File: config.mk
export PLATFORM = sky130hd
export DESIGN_NAME = uart_rx_deserializer
export DESIGN_NICKNAME = d
export VERILOG_FILES = /design/src/rtl/uart_globals_pkg.sv /design/src/rtl/uart_baud_tick_gen.sv /design/src/rtl/uart_rx_deserializer.sv
export SDC_FILE = /design/constraint.sdc
export NUM_CORES = 1
export LEC_CHECK = 0
export ABC_AREA = 1
export CORE_MARGIN = 1.5
export CORE_UTILIZATION = 57
export DETAILED_ROUTE_END_ITERATION = 10
export PLACE_DENSITY = 0.85
export SETUP_SLACK_MARGIN = 0.2
export SYNTH_ARGS = -nofsm -noshare
export SYNTH_HDL_FRONTEND = slang
export SYNTH_SLANG_ARGS = --single-unit
File: constraint.sdc
create_clock -name clk -period 2.6 [get_ports clk]
set_input_delay 0.52 -clock clk [delete_from_list [all_inputs] [get_ports clk]]
set_output_delay 0.52 -clock clk [all_outputs]
set_load 0.05 [all_outputs]
File: src/rtl/uart_globals_pkg.sv
// Constants and types shared by the transmit and receive ends of the UART link.
// The receive FSM state type lives here so both ends and benches agree on it.
package uart_globals_pkg;

  parameter int CHAR_LENGTH = 8;
  parameter int OVERSAMPLE  = 16;

  typedef enum logic [2:0] {
    RX_IDLE,
    RX_START,
    RX_DATA,
    RX_PARITY,
    RX_STOP
  } uart_rx_state_e;

endpackage

File: src/rtl/uart_baud_tick_gen.sv
// Programmable sample-tick divider: counts 0..i_div and pulses o_tick on the terminal count.
// Shared by both link ends; i_clr forces the phase back to zero.
module uart_baud_tick_gen #(
  parameter int DIV_W = 16
) (
  input  logic             clk,
  input  logic             rst,
  input  logic             i_en,
  input  logic             i_clr,
  input  logic [DIV_W-1:0] i_div,
  output logic             o_tick
);

  logic [DIV_W-1:0] r_cnt;
  logic             w_terminal;

  assign w_terminal = (r_cnt == i_div);
  assign o_tick     = i_en && !i_clr && w_terminal;

  // NOTE: clocked state is updated only with non-blocking assignments so every
  // flop samples the pre-edge values, independent of process ordering.
  always_ff @(posedge clk or posedge rst) begin
    if (rst) begin
      r_cnt <= '0;
    end else if (i_clr) begin
      r_cnt <= '0;
    end else if (i_en) begin
      if (w_terminal) begin
        r_cnt <= '0;
      end else begin
        r_cnt <= r_cnt + 1'b1;
      end
    end
  end

endmodule

File: src/rtl/uart_rx_deserializer.sv
// UART receive end: synchronizes the serial line, frames start/data/stop bits (LSB first)
// and holds each character on a valid/ready register. Define UART_RX_PARITY_EN for a parity bit.
module uart_rx_deserializer #(
  parameter int CHAR_LENGTH = uart_globals_pkg::CHAR_LENGTH,
  parameter int OVERSAMPLE  = uart_globals_pkg::OVERSAMPLE,
  parameter int DIV_W       = 16
) (
  input  logic                   clk,
  input  logic                   rst,
  input  logic [DIV_W-1:0]       baud_div,
  input  logic                   rx_serial,
  output logic [CHAR_LENGTH-1:0] rx_data,
  output logic                   rx_valid,
  input  logic                   rx_ready,
  output logic                   framing_err,
`ifdef UART_RX_PARITY_EN
  output logic                   overrun_err,
  input  logic                   parity_odd,
  output logic                   parity_err
`else
  output logic                   overrun_err
`endif
);

  import uart_globals_pkg::*;

  localparam int TICK_W   = $clog2(OVERSAMPLE);
  localparam int BIT_W    = $clog2(CHAR_LENGTH + 1);
  localparam int HALF_BIT = OVERSAMPLE / 2;

  // Line synchronizer and edge detector; all three flops idle high.
  logic r_sync_meta;
  logic r_sync;
  logic r_sync_prev;
  logic w_start_edge;

  uart_rx_state_e r_state;
  uart_rx_state_e w_state_next;

  logic [DIV_W-1:0]       r_baud_div_q;
  logic                   w_tick;
  logic [TICK_W-1:0]      r_tick_cnt;
  logic [BIT_W-1:0]       r_bit_cnt;
  logic [CHAR_LENGTH-1:0] r_shift;
  logic                   w_sample_pt;
  logic                   w_shift_en;
  logic                   w_complete;
  logic                   w_load;
  logic                   w_parity_bad;

  logic [CHAR_LENGTH-1:0] r_rx_data;
  logic                   r_rx_valid;
  logic                   r_framing_err;
  logic                   r_overrun_err;

  always_ff @(posedge clk or posedge rst) begin
    if (rst) begin
      r_sync_meta <= 1'b1;
      r_sync      <= 1'b1;
      r_sync_prev <= 1'b1;
    end else begin
      r_sync_meta <= rx_serial;
      r_sync      <= r_sync_meta;
      r_sync_prev <= r_sync;
    end
  end

  assign w_start_edge = r_sync_prev && !r_sync;

  // Divider phase is pinned to zero while idle so tick timing is relative to the start edge.
  uart_baud_tick_gen #(
    .DIV_W (DIV_W)
  ) u_tick_gen (
    .clk    (clk),
    .rst    (rst),
    .i_en   (r_state != RX_IDLE),
    .i_clr  (r_state == RX_IDLE),
    .i_div  (r_baud_div_q),
    .o_tick (w_tick)
  );

  // Mid-start-bit sample after half a bit, then one sample every full bit.
  assign w_sample_pt = w_tick &&
                       ((r_state == RX_START) ? (r_tick_cnt == TICK_W'(HALF_BIT - 1))
                                              : (r_tick_cnt == TICK_W'(OVERSAMPLE - 1)));

  always_ff @(posedge clk or posedge rst) begin
    if (rst) begin
      r_state <= RX_IDLE;
    end else begin
      r_state <= w_state_next;
    end
  end

  // NOTE: every signal written here gets a default before the case, so no path
  // leaves one unassigned and no latch is inferred.
  always_comb begin
    w_state_next = r_state;
    w_shift_en   = 1'b0;
    w_complete   = 1'b0;
    unique case (r_state)
      RX_IDLE: begin
        if (w_start_edge) begin
          w_state_next = RX_START;
        end
      end
      RX_START: begin
        if (w_sample_pt) begin
          w_state_next = r_sync ? RX_IDLE : RX_DATA;
        end
      end
      RX_DATA: begin
        if (w_sample_pt) begin
          w_shift_en = 1'b1;
          if (r_bit_cnt == BIT_W'(CHAR_LENGTH - 1)) begin
`ifdef UART_RX_PARITY_EN
            w_state_next = RX_PARITY;
`else
            w_state_next = RX_STOP;
`endif
          end
        end
      end
`ifdef UART_RX_PARITY_EN
      RX_PARITY: begin
        if (w_sample_pt) begin
          w_state_next = RX_STOP;
        end
      end
`endif
      RX_STOP: begin
        if (w_sample_pt) begin
          w_complete   = 1'b1;
          w_state_next = RX_IDLE;
        end
      end
      default: begin
        w_state_next = RX_IDLE;
      end
    endcase
  end

  always_ff @(posedge clk or posedge rst) begin
    if (rst) begin
      r_baud_div_q <= '0;
      r_tick_cnt   <= '0;
      r_bit_cnt    <= '0;
      r_shift      <= '0;
    end else begin
      if (r_state == RX_IDLE && w_start_edge) begin
        r_baud_div_q <= baud_div;
      end

      if (r_state == RX_IDLE || w_sample_pt) begin
        r_tick_cnt <= '0;
      end else if (w_tick) begin
        r_tick_cnt <= r_tick_cnt + 1'b1;
      end

      if (r_state != RX_DATA) begin
        r_bit_cnt <= '0;
      end else if (w_shift_en) begin
        r_bit_cnt <= r_bit_cnt + 1'b1;
      end

      // Shifting in from the top leaves the first (LSB) bit at index 0 after the last shift.
      if (w_shift_en) begin
        r_shift <= {r_sync, r_shift[CHAR_LENGTH-1:1]};
      end
    end
  end

`ifdef UART_RX_PARITY_EN
  logic r_par_bit;
  logic r_parity_err;

  always_ff @(posedge clk or posedge rst) begin
    if (rst) begin
      r_par_bit <= 1'b0;
    end else if (r_state == RX_PARITY && w_sample_pt) begin
      r_par_bit <= r_sync;
    end
  end

  assign w_parity_bad = ((^r_shift) ^ r_par_bit) != parity_odd;

  always_ff @(posedge clk or posedge rst) begin
    if (rst) begin
      r_parity_err <= 1'b0;
    end else begin
      r_parity_err <= w_complete && w_parity_bad;
    end
  end

  assign parity_err = r_parity_err;
`else
  assign w_parity_bad = 1'b0;
`endif

  // A good stop bit loads the holding register if it is empty or being drained this cycle.
  assign w_load = w_complete && r_sync && (!r_rx_valid || rx_ready);

  always_ff @(posedge clk or posedge rst) begin
    if (rst) begin
      r_rx_data     <= '0;
      r_rx_valid    <= 1'b0;
      r_framing_err <= 1'b0;
      r_overrun_err <= 1'b0;
    end else begin
      r_framing_err <= w_complete && !r_sync;
      r_overrun_err <= w_complete && r_sync && r_rx_valid && !rx_ready;
      if (w_load) begin
        r_rx_data  <= r_shift;
        r_rx_valid <= 1'b1;
      end else if (r_rx_valid && rx_ready) begin
        r_rx_valid <= 1'b0;
      end
    end
  end

  assign rx_data     = r_rx_data;
  assign rx_valid    = r_rx_valid;
  assign framing_err = r_framing_err;
  assign overrun_err = r_overrun_err;

endmodule

; Yosys cells after proc, flatten, opt, wreduce, memory -nomap -nowiden
; Index checks and enable logic that the tools add are counted.
[op_classes]
n_addsub = 3
eq_ne = 13
mux = 20
reduce_logical = 24
[op_table]
columns = cell, n
row1 = 16-bit 2-to-1 mux, 3
row2 = 16-bit by 1-bit adder with 16-bit output (second input constant), 1
row3 = 16-bit == test, 1
row4 = 4-bit 2-to-1 mux, 4
row5 = 3-bit 2-to-1 mux, 5
row6 = 3-bit case mux with 4 select lines, 1
row7 = 1-bit logical AND, 11
row8 = 2-bit inequality test (second input constant), 5
row9 = 4-bit by 1-bit adder with 4-bit output (second input constant), 2
row10 = 4-bit by 3-bit == test with 1-bit output (second input constant), 2
row11 = 2-bit nonzero test, 4
row12 = 1-bit 2-to-1 mux, 6
row13 = 5-bit AND reduction, 1
row14 = 4-bit == test (second input constant), 1
row15 = 1-bit logical NOT, 4
row16 = 3-bit by 1-bit == test with 1-bit output (second input constant), 1
row17 = 3-bit by 2-bit == test with 1-bit output (second input constant), 1
row18 = 3-bit == test (second input constant), 1
row19 = 3-bit logical NOT, 1
row20 = 3-bit by 2-bit inequality test with 1-bit output (second input constant), 1
row21 = 3-bit nonzero test, 1
row22 = 1-bit logical OR, 2
row23 = 2-bit 2-to-1 mux, 1
[totals]
reg_bits = 65
in_bits = 20
output_inout_bits = 11
elab_cells = 73

; Logic depth before layout (Yosys ltp)
[depth]
word_depth = 10
depth_mapped = 13
mapped_depth_nobuf = 12

; Cells and area by module
; A second synthesis with hierarchy kept.
[unflattened]
cells_unflattened = 432
area_unflattened_um2 = 3454.6
[modules_own_cells]
columns = mod, instances, cells_each, area_per_inst_um2, seq_area_each_um2
row1 = uart_rx_deserializer, 1, 194, 2088.3, 1229.9
row2 = uart_baud_tick_gen, 1, 238, 1366.3, 400.4

; Worst setup path after synthesis
; OpenSTA, ideal clock, no wires.
[synth_path]
path_type = register to register
startpoint = register u_tick_gen.r_cnt[0]
endpoint = register u_tick_gen.r_cnt[12]
setup_ns = 0.121
arrival_ns = 1.462
t_required_ns = 2.479
path_slack_ns = 1.017
stages_incl_launch_ff = 11
n_path_buf = 0
synth_period_minus_slack_ns = 1.583
path_cell_list = dfrtp_1 -> ha_1 -> nand2_1 -> inv_1 -> nand3_1 -> nor2_1 -> nand3_1 -> nor2_1 -> nand2_1 -> xor2_1 -> nor2_1
[synth_between]
elab_chain_cells = 4
word_cells_on_any_way = 5
cone_classes = add/sub: 1 / eq/ne: 1 / mux: 3
[synth_rtl]
columns = element, line_no
row1 = start: declaration, uart_baud_tick_gen.sv:14  ; logic [DIV_W-1:0] r_cnt;
row2 = start signal: assignment, uart_baud_tick_gen.sv:31  ; r_cnt <= r_cnt + 1'b1;
row3 = 16-bit by 1-bit adder with 16-bit output / 16-bit == test (equally long branches), "uart_baud_tick_gen.sv:31, uart_baud_tick_gen.sv:17"
row4 = 16-bit 2-to-1 mux (*), uart_baud_tick_gen.sv:28  ; if (w_terminal) begin
row5 = 16-bit 2-to-1 mux (*), uart_baud_tick_gen.sv:27  ; end else if (i_en) begin
row6 = 16-bit 2-to-1 mux (*), uart_baud_tick_gen.sv:25  ; end else if (i_clr) begin
; Every way passes the cells marked *; elsewhere a longest branch is shown, timed or not. The select of a mux whose other input is x is not followed.
; A chain may end at the register's enable or synchronous reset.

; Final worst setup path
[layout_path]
startpoint = register r_rx_data[0] (netlist: rx_data[0])
endpoint = output rx_data[0]
[layout_rtl]
columns = element, line_no
row1 = start: declaration, uart_rx_deserializer.sv:51  ; logic [CHAR_LENGTH-1:0] r_rx_data;
row2 = start signal: assignment, uart_rx_deserializer.sv:213  ; r_rx_data <= r_shift;
row3 = end: declaration, uart_rx_deserializer.sv:12  ; output logic [CHAR_LENGTH-1:0] rx_data,
; No word-level cell between the ends.

==> results.toml <==
[logic_synthesis]
ys.flop_type = "dfrtp_1"
post_synth_inst_count = 392
synth_area_um2 = 3130
muxShareOfSynthArea_pct = 0
synth_xor_xnor_area_share_pct = 0.560
ys_ff_latch = 65
synth_cell_type_count = 31
seq_area_frac_synth_pct = 52.1
async_flop_share_pct = 100
yosys.area_share.adder_pct = 1.20
synth-simple-area-share_pct = 31.9
synth_top_family_by_area = "simple AND/OR/NAND/NOR gates"
synth_edf_count = 0
yosys_warnings = 0
synth_nets = 415
synth_compound_area_share_pct = 6.71
syn_avg_cell_area_um2 = 7.99

[clocking]
postCtsResizedCells = 0
cts_buffers = 9
cts_sinks = 65
clkTransAtPathRegs_ps = 60
clock_path_buffers = 2
cts_setup_buffers = 0
cts_tree = "done"
cts-root-buf = "clkbuf_8"
htreeDepth = 3
clk_latency_ps = 340
cts_hold_buffers = 0

[floorplanning]
dieArea_um2 = 5950
die_h_um = 77.1
core_area_um2 = 5200
ios = 31
initial_core_util_pct = 60.1
die_x_um = 77.1
rows = 26

[worst_setup_path]
arrival_ps = 1500
slowest_delay_ps = 810
crit_family = "buffers and inverters"
critPathKind = "reg -> out"
reg2reg_slack_ps = 600
path_cells = "clkdlybuf4s50_1"
crit_required_ps = 2080
crit_fanout = 2
worst-path-buf-inv = 1
slowest_stage = "clkdlybuf4s50_1"
end_kind = "output port"
cp-start-kind = "flop"

[sta]
rsz0062_at_grt = "no"
finalHoldViolCount = 0
finalCriticalPeriod_ps = 2020
maxSlewViolCount = 0
worst_pin_slew_ps = 510
finalSetupTns_ps = 0
finClkSkew_ps = 4.82
period_share_pct = 77.7
relSlewSlack_pct = 65.9
max_freq_ghz = 0.495
finalSetupViolCount = 0
hold_slack_ps = 356

[placed_design]
gp_congestion = 0.823
placed_cells = 485
post-dp-hpwl_um = 4160
place_area_um2 = 3500
io_buffers = 30

[routing]
wl_met2_um = 2880
route.detailed.drc = 0
dr.pass1.iters = 5
top_layer = "met4"
vias = 2517
vias_per_cell = 5.04
wl_met3_um = 314
drtAntennaViolNets = 0
wl_per_cell_um = 12.1
wl_met1_um = 2780
drt_first_iter_violations = 167
routed_wl_um = 6040

[global_route]
overflow = 0
grt_max_degree = 66
grtUsageTotal_pct = 23.6
grt_pass1_wl_um = 10900
grt_pass1_vias = 2519
antenna_found_initial = 0

[cells_and_area]
final_core_util_pct = 70.4
diodes = 0
syn2layout_area_growth_pct = 17.0
drive_gt1_share_pct = 7.46
fin_cells = 499
fin_nets = 449
finalInstanceArea_um2 = 3660

[power]
powerDensity_nw_per_um2 = 749
p_sw_share_pct = 34.1
max-vdd-ir-drop_mv = 0.509
p_comb_share_pct = 26.6
switchingPower_w = 0.000935
clockPowerShare_pct = 26.6
seqPwrFrac_pct = 46.8
p_int_w = 0.00181
p_leak_nw = 1.83

[status]
status = "finished, final reports clean"

[flow_run]
drv_cap = 0

[hold_path]
hp-class = "reg -> reg"
==> synth_stat cells (2+ instances only) <==
cell,instances,area [µm²]
o21ai_1,2,10.0
nand3_1,21,105
inv_2,2,7.51
xor2_1,2,17.5
ha_1,3,37.5
nand2_1,120,450
nor2_4,4,45.0
buf_2,3,15.0
o21ai_0,7,35.0
nor2_1,47,176
o21a_1,2,15.0
a21oi_1,24,120
inv_1,49,184
clkbuf_1,4,15.0
dfrtp_1,62,1550
nor3_1,7,35.0
nor3b_1,4,30.0
nand2_2,3,18.8
nand4_1,11,68.8
dfstp_2,3,78.8
nor2_2,2,12.5
==> cells by family after synthesis <==
logic type      Yosys count
fa+ha+maj                 3
xor+xnor                  2
flops                    65
simple gates            223
buf+inv                  60
compound gates           39
==> metrics by stage <==
stage                     power (W)  setup WS, ps
after floorplan             0.00184           459
after global placement      0.00199           697
after detailed placement    0.00203           628
after CTS                   0.00278           556
after global routing        0.00296           356
final                       0.00274           579
==> routing by layer <==
metal	track usage (%)	vias to the layer above
met2	38.8	72
met4	6.91	0
met3	8.57	6
li1	-	1301
met5	0	-
met1	29.3	1138
==> area by class of cell <==
class                   instances  area [µm²]
repair buffers                 32         328
fillers                       417        1540
well taps                      70        87.6
inverters                      51         191
flip-flops and latches         65        1630
clock buffers                  14         163
multi-input cells             267        1260
==> cells in the final DEF, fill, tap and decap left out, types with 2 or more instances in the layout <==
master | netlist | layout
nand2_1 | 120 | 120
dfrtp_1 | 62 | 62
inv_1 | 49 | 48
nor2_1 | 47 | 47
clkdlybuf4s50_1 | 0 | 30
a21oi_1 | 24 | 24
nand3_1 | 21 | 21
nand4_1 | 11 | 11
clkbuf_8 | 0 | 11
nor3_1 | 7 | 7
o21ai_0 | 7 | 7
nor2_4 | 4 | 4
nor3b_1 | 4 | 4
inv_2 | 2 | 3
nand2_2 | 3 | 3
ha_1 | 3 | 3
clkbuf_1 | 4 | 3
dfstp_2 | 3 | 3
nor2_2 | 2 | 2
o21ai_1 | 2 | 2
xor2_1 | 2 | 2
o21a_1 | 2 | 2
==> sequential cells by signal, summed over array words and instances (netlist names), 3 cells and up <==
name	count
rx_data	8
r_baud_div_q	16
r_tick_cnt	4
r_bit_cnt	4
u_tick_gen.r_cnt	16
r_shift	8
r_state	3
==> path summary, 6_finish.rpt <==
path	from	to	depth (start not counted)
worst max-delay path	rx_data[0]	rx_data[0]	1
worst min-delay path	r_sync_meta	r_sync	0
worst max register to register	u_tick_gen.r_cnt[12]	r_shift[7]	11
worst min register to register	r_sync_meta	r_sync	0
max in group asynchronous	rst	r_sync	3
min in group asynchronous	rst	rx_data[1]	3
==> power by group through the flow <==
stage | clock network, W | logic [W] | registers, W
CTS | 0.000757 | 0.000734 | 0.00129
global placement | 0 | 0.000698 | 0.00129
global route | 0.000810 | 0.000843 | 0.00131
detailed placement | 0 | 0.000731 | 0.00130
floorplan | 0 | 0.000574 | 0.00127
finish | 0.000731 | 0.000729 | 0.00128
Power figures use the tool's default switching activity.
